### config.mk
export PLATFORM = sky130hd
export DESIGN_NAME = mismatch_monitor
export DESIGN_NICKNAME = d
export VERILOG_FILES = /design/src/rtl/mismatch_monitor_pkg.sv /design/src/rtl/mismatch_monitor_sat_counter.sv /design/src/rtl/mismatch_monitor.sv
export SDC_FILE = /design/constraint.sdc
export NUM_CORES = 1
export LEC_CHECK = 0
export ABC_AREA = 1
export CAP_MARGIN = 20
export CORE_MARGIN = 5
export CORE_UTILIZATION = 52
export DETAILED_ROUTE_END_ITERATION = 8
export PLACE_DENSITY = 0.8
export SLEW_MARGIN = 20
export SYNTH_ARGS = -nofsm -noshare
export SYNTH_HDL_FRONTEND = slang
export SYNTH_HIERARCHICAL = 1
export SYNTH_SLANG_ARGS = --single-unit
### constraint.sdc
create_clock -name clk -period 1.9 [get_ports clk]
set_clock_uncertainty 0.15 [all_clocks]
set_input_delay 0.285 -clock clk [delete_from_list [all_inputs] [get_ports clk]]
set_output_delay 0.285 -clock clk [all_outputs]
set_load 0.005 [all_outputs]
### src/rtl/mismatch_monitor_pkg.sv
// Shared types and default sizing for the mismatch monitor.
// Holds the run-state encoding and the default counter width / window length.
package mismatch_monitor_pkg;

  typedef enum logic [1:0] {
    ST_IDLE = 2'd0,
    ST_RUN  = 2'd1,
    ST_DONE = 2'd2
  } state_t;

  localparam int DEF_CNT_W  = 16;
  localparam int DEF_WINDOW = 200;

endpackage

### src/rtl/mismatch_monitor_sat_counter.sv
// Saturating up-counter with synchronous clear; sticks at all-ones instead of wrapping.
module sat_counter #(
  parameter int W = 16
) (
  input  logic         clk,
  input  logic         reset,
  input  logic         clr,
  input  logic         inc,
  output logic [W-1:0] count
);

  logic [W-1:0] count_q;
  logic [W-1:0] count_d;

  // Clear wins over increment so a restart never leaks a stale count.
  always_comb begin
    count_d = count_q;
    if (clr) begin
      count_d = '0;
    end else if (inc && (count_q != {W{1'b1}})) begin
      count_d = count_q + 1'b1;
    end
  end

  always_ff @(posedge clk) begin
    if (reset) begin
      count_q <= '0;
    end else begin
      count_q <= count_d;
    end
  end

  assign count = count_q;

endmodule

### src/rtl/mismatch_monitor.sv
// Compares a golden and a DUT response bit over a window of enabled samples.
// Optional burst statistics (cur_burst/max_burst) are built when MISMATCH_MONITOR_BURST_EN is defined.
module mismatch_monitor
  import mismatch_monitor_pkg::*;
#(
  parameter int CNT_W  = DEF_CNT_W,
  parameter int WINDOW = DEF_WINDOW
) (
  input  logic             clk,
  input  logic             reset,
  input  logic             start,
  input  logic             en,
  input  logic             z_ref,
  input  logic             z_dut,
  output logic             busy,
  output logic             done,
  output logic [CNT_W-1:0] samples,
  output logic [CNT_W-1:0] errors,
  output logic [CNT_W-1:0] first_err,
  output logic             first_vld,
  output logic             mismatch
`ifdef MISMATCH_MONITOR_BURST_EN
  ,
  output logic [CNT_W-1:0] cur_burst,
  output logic [CNT_W-1:0] max_burst
`endif
);

  localparam logic [CNT_W-1:0] LAST_IDX = CNT_W'(WINDOW - 1);

  state_t state_q;
  state_t state_d;

  logic             take;
  logic             is_mm;
  logic [CNT_W-1:0] samples_cnt;
  logic [CNT_W-1:0] errors_cnt;
  logic [CNT_W-1:0] first_err_q;
  logic [CNT_W-1:0] first_err_d;
  logic             first_vld_q;
  logic             first_vld_d;
  logic             mismatch_q;
  logic             mismatch_d;

  // A sample is only taken in RUN; a start cycle is reserved for clearing.
  assign take  = (state_q == ST_RUN) && en && !start;
  assign is_mm = z_ref ^ z_dut;

  always_ff @(posedge clk) begin
    if (reset) begin
      state_q <= ST_IDLE;
    end else begin
      state_q <= state_d;
    end
  end

  always_comb begin
    state_d = state_q;
    if (start) begin
      state_d = ST_RUN;
    end else if (take && (samples_cnt == LAST_IDX)) begin
      state_d = ST_DONE;
    end
  end

  always_comb begin
    busy = (state_q == ST_RUN);
    done = (state_q == ST_DONE);
  end

  sat_counter #(.W(CNT_W)) u_samples (
    .clk   (clk),
    .reset (reset),
    .clr   (start),
    .inc   (take),
    .count (samples_cnt)
  );

  sat_counter #(.W(CNT_W)) u_errors (
    .clk   (clk),
    .reset (reset),
    .clr   (start),
    .inc   (take && is_mm),
    .count (errors_cnt)
  );

  // first_err latches the pre-increment sample index of the earliest mismatch.
  always_comb begin
    first_err_d = first_err_q;
    first_vld_d = first_vld_q;
    mismatch_d  = mismatch_q;
    if (start) begin
      first_err_d = '0;
      first_vld_d = 1'b0;
      mismatch_d  = 1'b0;
    end else if (take) begin
      mismatch_d = is_mm;
      if (is_mm && !first_vld_q) begin
        first_err_d = samples_cnt;
        first_vld_d = 1'b1;
      end
    end
  end

  always_ff @(posedge clk) begin
    if (reset) begin
      first_err_q <= '0;
      first_vld_q <= 1'b0;
      mismatch_q  <= 1'b0;
    end else begin
      first_err_q <= first_err_d;
      first_vld_q <= first_vld_d;
      mismatch_q  <= mismatch_d;
    end
  end

  assign samples   = samples_cnt;
  assign errors    = errors_cnt;
  assign first_err = first_err_q;
  assign first_vld = first_vld_q;
  assign mismatch  = mismatch_q;

`ifdef MISMATCH_MONITOR_BURST_EN
  logic [CNT_W-1:0] cur_burst_cnt;
  logic [CNT_W-1:0] cur_burst_nxt;
  logic [CNT_W-1:0] max_burst_q;
  logic [CNT_W-1:0] max_burst_d;

  // Disabled samples leave the burst untouched; only a matching sample ends it.
  sat_counter #(.W(CNT_W)) u_cur_burst (
    .clk   (clk),
    .reset (reset),
    .clr   (start || (take && !is_mm)),
    .inc   (take && is_mm),
    .count (cur_burst_cnt)
  );

  assign cur_burst_nxt = (cur_burst_cnt == {CNT_W{1'b1}}) ? cur_burst_cnt
                                                          : cur_burst_cnt + 1'b1;

  always_comb begin
    max_burst_d = max_burst_q;
    if (start) begin
      max_burst_d = '0;
    end else if (take && is_mm && (cur_burst_nxt > max_burst_q)) begin
      max_burst_d = cur_burst_nxt;
    end
  end

  always_ff @(posedge clk) begin
    if (reset) begin
      max_burst_q <= '0;
    end else begin
      max_burst_q <= max_burst_d;
    end
  end

  assign cur_burst = cur_burst_cnt;
  assign max_burst = max_burst_q;
`endif

endmodule

# After elaboration in Yosys (flattened, before gate mapping)
# Cells that the tools add are included.
# W data, S select, Z words.
# word_totals
out_inout_bits	52
inputBits	6
ff_bits	52
# classes
addsub	2
n_mux	2
eq_ne	5
n_bitwise	1
n_reduce_logical	12
# op_table
cell	n
$add A16 B1 Y16 const B	2
$ne A16 B16 Y1 const B	2
$eq A16 B8 Y1 const B	1
$logic_and A1 B1 Y1	7
$eq A2 B1 Y1 const B	1
$eq A2 B2 Y1 const B	1
$logic_not A1 Y1	2
$mux W1	2
$reduce_and A2 Y1	1
$reduce_bool A2 Y1	1
$reduce_or A2 Y1	1
$xor A1 B1 Y1	1

# Depth between registers and ports, before layout
# Gate-level depths: netlist (run 1).
# depth
depth_word	6
ltp_mapped	12
ltp_nobuf	12

# Hierarchy
# Netlist (run 1), hierarchy kept.
# modules_own_cells
module	n_inst	cells_each	area_per_inst_um2
sat_counter	2	156	1004.7
mismatch_monitor	1	155	1031.0

# Least setup slack after synthesis (run 1)
# OpenSTA, ideal clock, no wires.
# synth_path
path_type	register -> register
start	reg state_q[0]
end	reg u_samples.count_q[14], in the netlist u_samples/count[14]
slack_ps	221
arrival_ps	1414
required_ps	1635
n_path_buf	2
path_stages_with_launch	12
cell_sequence	dfxtp_1 nand2_2 nor2_4 buf_6 buf_6 inv_2 nor2_1 nand2_1 nor2_1 nand3_1 nand2_1 nor2_1
# synth_via
elab_chain_len	4
# synth_lines
element	line_no	text
start: declaration	mismatch_monitor.sv:31	state_t state_q;
start signal: assignment	mismatch_monitor.sv:53	state_q <= state_d;
$eq A2 B1 Y1	mismatch_monitor.sv:46	assign take = (state_q == ST_RUN) && en && !start;
$logic_and A1 B1 Y1 (2 in series)	mismatch_monitor.sv:46	
named net take	mismatch_monitor.sv:34	logic take;
$logic_and A1 B1 Y1	mismatch_monitor_sat_counter.sv:20	end else if (inc && (count_q != {W{1'b1}})) begin
end signal: assignment	mismatch_monitor_sat_counter.sv:29	count_q <= count_d;
end: declaration	mismatch_monitor_sat_counter.sv:12	logic [W-1:0] count_q;
# The timed path passes the listed nets, and every way through them passes these cells.
# A chain may end at the register's enable or synchronous reset.

# Worst setup path after layout (run 1)
# layout_path
start	reg u_samples.count_q[8], in the netlist u_samples/count[8]
end	out samples[8]
# layout_rtl
element	line_no	text
end: declaration	mismatch_monitor.sv:17	output logic [CNT_W-1:0] samples,
# No word-level cell between the ends.

==> results.json, run 1 <==
{
  "outcome": "complete, no violations",
  "grt_pass1_wl_um": 13000,
  "io_buffers": 57,
  "cts.path.max_buffers": 2,
  "top_layer_used": "met4",
  "first_pass_iters": 4,
  "coreArea_mm2": 0.00561,
  "synth_warnings": 6,
  "rsz0062_at_grt": "false",
  "max_freq_mhz": 546,
  "setup_violations": 0,
  "dp_slack_ns": -0.192,
  "synth.top_cells.by_area": "dfxtp_1 (34%), nor2_1 (15%), nand2_1 (14%), inv_1 (6.5%), nand3_1 (4.4%)",
  "vias_per_cell": 5.08,
  "row_count": 27,
  "grt_use_total_pct": 21.2,
  "synth_top_cell_area_share_pct": 34.2,
  "antenna_found_initial": 0,
  "grt_pass1_vias": 2950,
  "routed_wl_um": 7580,
  "cts-root-buf": "clkbuf_8",
  "die_h_um": 86.5,
  "ys_seq_area_share_pct": 34.2,
  "slowest_delay_ns": 0.58,
  "ant_nets": 0,
  "boundaryPins": 58,
  "fin_ws_ns": 0.0693,
  "fillCellCount": 519,
  "cp.buffers_inverters": 1,
  "route.met3.wl_um": 427,
  "cpMaxStageDelayCell": "clkdlybuf4s50_1",
  "min_period_over_period_pct": 96.4,
  "fp.dieW_um": 86.5,
  "yosysTopAreaCell": "dfxtp_1",
  "dp.cells": 601,
  "wl_met2_um": 3560,
  "cts_tree": "built",
  "syn_avg_cell_area_um2": 6.51,
  "grt_max_degree": 18,
  "netlist_area_mm2": 0.00304,
  "critPathTopFamily": "buffers and inverters",
  "num_vias": 3090,
  "num_antenna_cells": 0,
  "cp_max_fo": 7,
  "worstSetupStartpointType": "flip-flop",
  "syn_nets": 475,
  "cts_buffers": 5,
  "worst_pin_slew_ns": 0.305,
  "ir_worst_vdd_mv": 0.401,
  "seqCellArea_mm2": 0.00104,
  "critical_path_required_ns": 1.46,
  "area_growth_pct": 25.6,
  "nNetsFinal": 544,
  "wl_per_cell_um": 12.5,
  "yosys.cell_types.count": 25,
  "reg2reg_slack_ns": 0.21,
  "path_clk_slew_ns": 0.09,
  "cts_sinks": 52,
  "synthCells": 467,
  "grt-ovfl-total": 0,
  "dieArea_mm2": 0.00748,
  "hp-class": "reg -> reg",
  "yosys_register_bits": 52,
  "insertion_delay_ns": 0.31,
  "power_density_mw_per_mm2": 489,
  "cp-end-kind": "output port",
  "drv_slew": 0,
  "hold_viol": 0,
  "min_period_ns": 1.83,
  "slew_headroom_pct": 79.7,
  "drv_cap": 0,
  "gp_congestion": 0.870,
  "drt_iter0_drc": 145,
  "dp_hpwl_um": 5760,
  "drive_gt1_share_pct": 12.7,
  "start_util_pct": 54.2,
  "arrival_ns": 1.40,
  "h-tree-depth": 2,
  "layout.cells.non_filler": 608,
  "drcViolationCount": 0,
  "path_cells": "clkdlybuf4s50_1",
  "multi_input_area_mm2": 0.00171,
  "met1_length_um": 3450,
  "p_leak_nw": 1.48,
  "crit_type": "reg -> out"
}
## state kept, by name, indices dropped and copies added, names as in the netlist
register and cells:
first_err 16, first_vld 1, mismatch 1, state_q 2, u_errors/count 16, u_samples/count 16
## layer usage
metal	up-vias	global-route usage, %
met5	-	0
met4	0	7.79
met2	86	35.3
met3	16	3.90
li1	1594	-
met1	1394	27.3
## final timing paths
| kind | from | to | cells past startpoint |
|---|---|---|---|
| max | u_samples/count[8]$_SDFFE_PP0P_ | samples[8] | 1 |
| min | state_q[1]$_SDFFE_PP0P_ | state_q[1]$_SDFFE_PP0P_ | 2 |
| max reg2reg | u_errors/count[0]$_SDFFE_PP0P_ | u_errors/count[15]$_SDFFE_PP0P_ | 6 |
| min reg2reg | state_q[1]$_SDFFE_PP0P_ | state_q[1]$_SDFFE_PP0P_ | 2 |
## cells in the final DEF (no fill, tap or decap), types with 11 or more instances in the layout
cell type / instances
dfxtp_1: 51
nand2_1: 114
clkdlybuf4s50_1: 57
inv_1: 53
buf_4: 15
nand3_1: 27
nand4_1: 18
nor2_1: 118
nor2_2: 13
nor2_4: 11
a21oi_1: 17
## synth_stat cells
library cell,number
buf_1,1
nor2_4,10
a21oi_1,17
nand4_4,2
and3_2,2
nand2_2,3
buf_6,7
nor2_8,3
nand3b_1,3
nand3_1,27
buf_2,1
nand2_1,114
inv_2,4
nor2_1,121
inv_1,53
ha_1,2
o21bai_1,1
o21ai_0,5
dfxtp_1,52
nor2_2,11
nand4_1,18
nor3_1,2
clkbuf_1,1
nand2_4,5
and2_2,2
## final cells by class
class | count | share of cell area [%]
clock buffer | 5 | 1.80
tap | 72 | 2.36
inverter | 57 | 5.60
timing repair buffer | 72 | 17.9
clock inverter | 2 | 0.328
sequential | 52 | 27.3
multi-input combinational | 348 | 44.7
## cell families (layout without fill, tap and decap cells)
kind of cell,after synthesis,after routing,synth area share (%)
AND/OR/NAND/NOR,323,323,51.0
buffers and inverters,67,136,10.0
flip-flops,52,52,34.2
AO/OA/AOI/OAI,23,23,3.87
adder cells (fa/ha/maj),2,2,0.823
## where the power goes
part           internal, W  total [W]  leakage, nW  switching (W)
Clock             0.000250   0.000619       0.0400       0.000369
Combinational    0.0000636   0.000146         1.02      0.0000828
Sequential         0.00110    0.00110        0.420     0.00000541
Total              0.00141    0.00187         1.48       0.000457
## worst register-to-register path: stages, from the launching register on
cell	delay (ns)
dfxtp_1	0.41
ha_1	0.25
nand2_1	0.11
nor2_4	0.16
nand4_4	0.23
a21oi_1	0.22
nor2_1	0.06
## repair_timing
| item | 4_1_cts | 5_1_grt |
|---|---|---|
| gates resized for setup | 0 | 5 |
| endpoints found under the setup margin | 0 | 12 |
| hold buffers | 0 | 0 |
| setup buffers | 0 | 0 |
## metrics by stage
stage | cell area (um^2) | TNS, ns | util, % | power, W | hold WS, ns
floorplan | 3040 | 0 | - | 0.00122 | 0.290
global placement | 3720 | -1.33 | 66.4 | 0.00127 | 0.308
detailed placement | 3720 | -2.41 | 66.4 | 0.00127 | 0.314
CTS | 3800 | 0 | 67.8 | 0.00188 | 0.327
global route | 3820 | 0 | 68.1 | 0.00194 | 0.347
finish | 3820 | 0 | 68.1 | 0.00187 | 0.331
Note: power is estimated with default switching activity, not from simulation.
==> run 2: changes to the inputs <==
--- a/config.mk
+++ b/config.mk
@@ -7,6 +7,7 @@
 export LEC_CHECK = 0
 export ABC_AREA = 1
 export CAP_MARGIN = 20
+export CORE_ASPECT_RATIO = 1.75
 export CORE_MARGIN = 5
 export CORE_UTILIZATION = 52
 export DETAILED_ROUTE_END_ITERATION = 8
==> run 2 against run 1 <==
Compared with the run above: power increased by 7.2%; core utilization decreased by 1.7 points; critical endpoint is now samples[3]; sequential share of layout area decreased by 0.21 points; highest routed layer unchanged; combinational power about the same; clock power increased by 22%; final cell count increased by 1.2%; non-clock buffer count unchanged; via count increased by 1.9%; flip-flop and latch count unchanged; register-to-register slack about the same; critical path depth unchanged; hold slack got worse by 0.0037 ns.
==> results.json, run 2 (synthesis gave the netlist of run 1 again) <==
{
  "met1_length_um": 2720,
  "path_clk_slew_ns": 0.10,
  "fin_ws_ns": 0.0848,
  "critical_path_required_ns": 1.46,
  "drive_gt1_share_pct": 12.3,
  "ant_nets": 0,
  "layout.cells.non_filler": 615,
  "drv_slew": 0,
  "drcViolationCount": 0,
  "final_common_cell": "nor2_1",
  "die_h_um": 111,
  "setup_violations": 0,
  "dp_slack_ns": -0.225,
  "fillCellCount": 541,
  "h-tree-depth": 2,
  "io_buffers": 57,
  "power_density_mw_per_mm2": 521,
  "power_w": 0.00200,
  "final_cell_mix": "nor2_1 (119), nand2_1 (114), clkdlybuf4s50_1 (57)",
  "grt-ovfl-total": 0,
  "outcome": "complete, no violations",
  "reg2reg_slack_ns": 0.20,
  "cp-end-kind": "output port",
  "vias_per_cell": 5.12,
  "cts_sinks": 52,
  "top_layer_used": "met4",
  "ir_worst_vdd_mv": 0.483,
  "boundaryPins": 58,
  "first_pass_iters": 4,
  "multi_input_area_mm2": 0.00170,
  "drt_iter0_drc": 157,
  "wl_met2_um": 4430,
  "drv_cap": 0,
  "grt_max_degree": 18,
  "slew_headroom_pct": 79.7,
  "min_period_ns": 1.82,
  "route.met3.wl_um": 322,
  "routed_wl_um": 7840,
  "coreArea_mm2": 0.00579,
  "p_leak_nw": 1.49,
  "cp_max_fo": 9,
  "fp.dieW_um": 67.8,
  "cpMaxStageDelayCell": "clkdlybuf4s50_1",
  "cp.buffers_inverters": 1,
  "num_antenna_cells": 0,
  "start_util_pct": 52.5,
  "num_vias": 3148,
  "worst_pin_slew_ns": 0.304,
  "cts-root-buf": "clkbuf_8",
  "nNetsFinal": 544,
  "hp-class": "reg -> reg",
  "critPathTopFamily": "buffers and inverters",
  "cts_tree": "built",
  "slowest_delay_ns": 0.57,
  "cts.path.max_buffers": 2,
  "max_freq_mhz": 551,
  "worstSetupStartpointType": "flip-flop",
  "grt_pass1_wl_um": 13200,
  "grt_use_total_pct": 22.5,
  "crit_type": "reg -> out",
  "dp_hpwl_um": 6170,
  "cts_buffers": 5,
  "insertion_delay_ns": 0.30,
  "path_cells": "clkdlybuf4s50_1",
  "dp.cells": 607,
  "rsz0062_at_grt": "false",
  "area_growth_pct": 26.4,
  "gp_congestion": 0.917,
  "antenna_found_initial": 0,
  "arrival_ns": 1.38,
  "row_count": 37,
  "cts.hold.buffers_added": 0,
  "hold_viol": 0,
  "dieArea_mm2": 0.00754,
  "min_period_over_period_pct": 95.5,
  "grt_pass1_vias": 2998,
  "seqCellArea_mm2": 0.00104,
  "timing.hold.ws_ns": 0.328,
  "wl_per_cell_um": 12.8
}
[run 2: cell types whose count changed in the layout (fill, tap and decap cells not counted)]
| cell | before | now |
|---|---|---|
| nor2_1 | 118 | 119 |
| dfxtp_1 | 51 | 52 |
| dfxtp_2 | 1 | 0 |
| clkbuf_1 | 0 | 1 |
| clkinvlp_4 | 1 | 0 |
| nor2_4 | 11 | 10 |
| bufinv_16 | 0 | 1 |
[run 2: routing by layer]
metal | vias to the layer above | track usage [%]
met4 | 0 | 11.8
met5 | - | 0
li1 | 1586 | -
met3 | 29 | 3.14
met2 | 100 | 41.8
met1 | 1433 | 22.8
[run 2: worst paths after layout]
| check | end | startpoint | depth (start not counted) |
|---|---|---|---|
| min reg2reg | state_q[1]$_SDFFE_PP0P_ | state_q[1]$_SDFFE_PP0P_ | 2 |
| min | state_q[1]$_SDFFE_PP0P_ | state_q[1]$_SDFFE_PP0P_ | 2 |
| max reg2reg | u_errors/count[14]$_SDFFE_PP0P_ | state_q[0]$_SDFFE_PP0P_ | 11 |
| max | samples[3] | u_samples/count[3]$_SDFFE_PP0P_ | 1 |
[run 2: repair_timing]
action	4_1_cts	5_1_grt
setup endpoints to repair	0	7
buffers inserted	0	0
gates resized for setup	0	2
[run 2: per-stage QoR]
| stage | area [um^2] | setup TNS (ns) | util (%) |
|---|---|---|---|
| 2_1_floorplan | 3040 | 0 | - |
| 3_3_place_gp | 3730 | -2.44 | 64.5 |
| 3_5_place_dp | 3730 | -3.15 | 64.5 |
| 4_1_cts | 3840 | 0 | 66.3 |
| 5_1_grt | 3840 | 0 | 66.4 |
| 6_report | 3840 | 0 | 66.4 |
[run 2: where the power goes]
part	leakage [nW]	total [W]	internal, W	switching (W)
Clock	0.0552	0.000754	0.000392	0.000363
Sequential	0.419	0.00110	0.00110	0.00000553
Combinational	1.02	0.000145	0.0000642	0.0000812
[run 2: area by class of cell]
cell class	instances	area share [%]
repair buffers	72	17.8
clock buffers	6	1.89
flip-flops and latches	52	27.1
clock inverters	2	0.912
multi-input cells	348	44.2
well taps	78	2.54
inverters	57	5.57
==> run 3: changes to the inputs <==
--- a/config.mk
+++ b/config.mk
@@ -12,6 +12,7 @@
 export CORE_UTILIZATION = 52
 export DETAILED_ROUTE_END_ITERATION = 8
 export PLACE_DENSITY = 0.8
+export SKIP_CTS_REPAIR_TIMING = 1
 export SLEW_MARGIN = 20
 export SYNTH_ARGS = -nofsm -noshare
 export SYNTH_HDL_FRONTEND = slang
==> results of run 3 <==
Same layout as run 2: the final DEF is identical, and so are final timing and power.
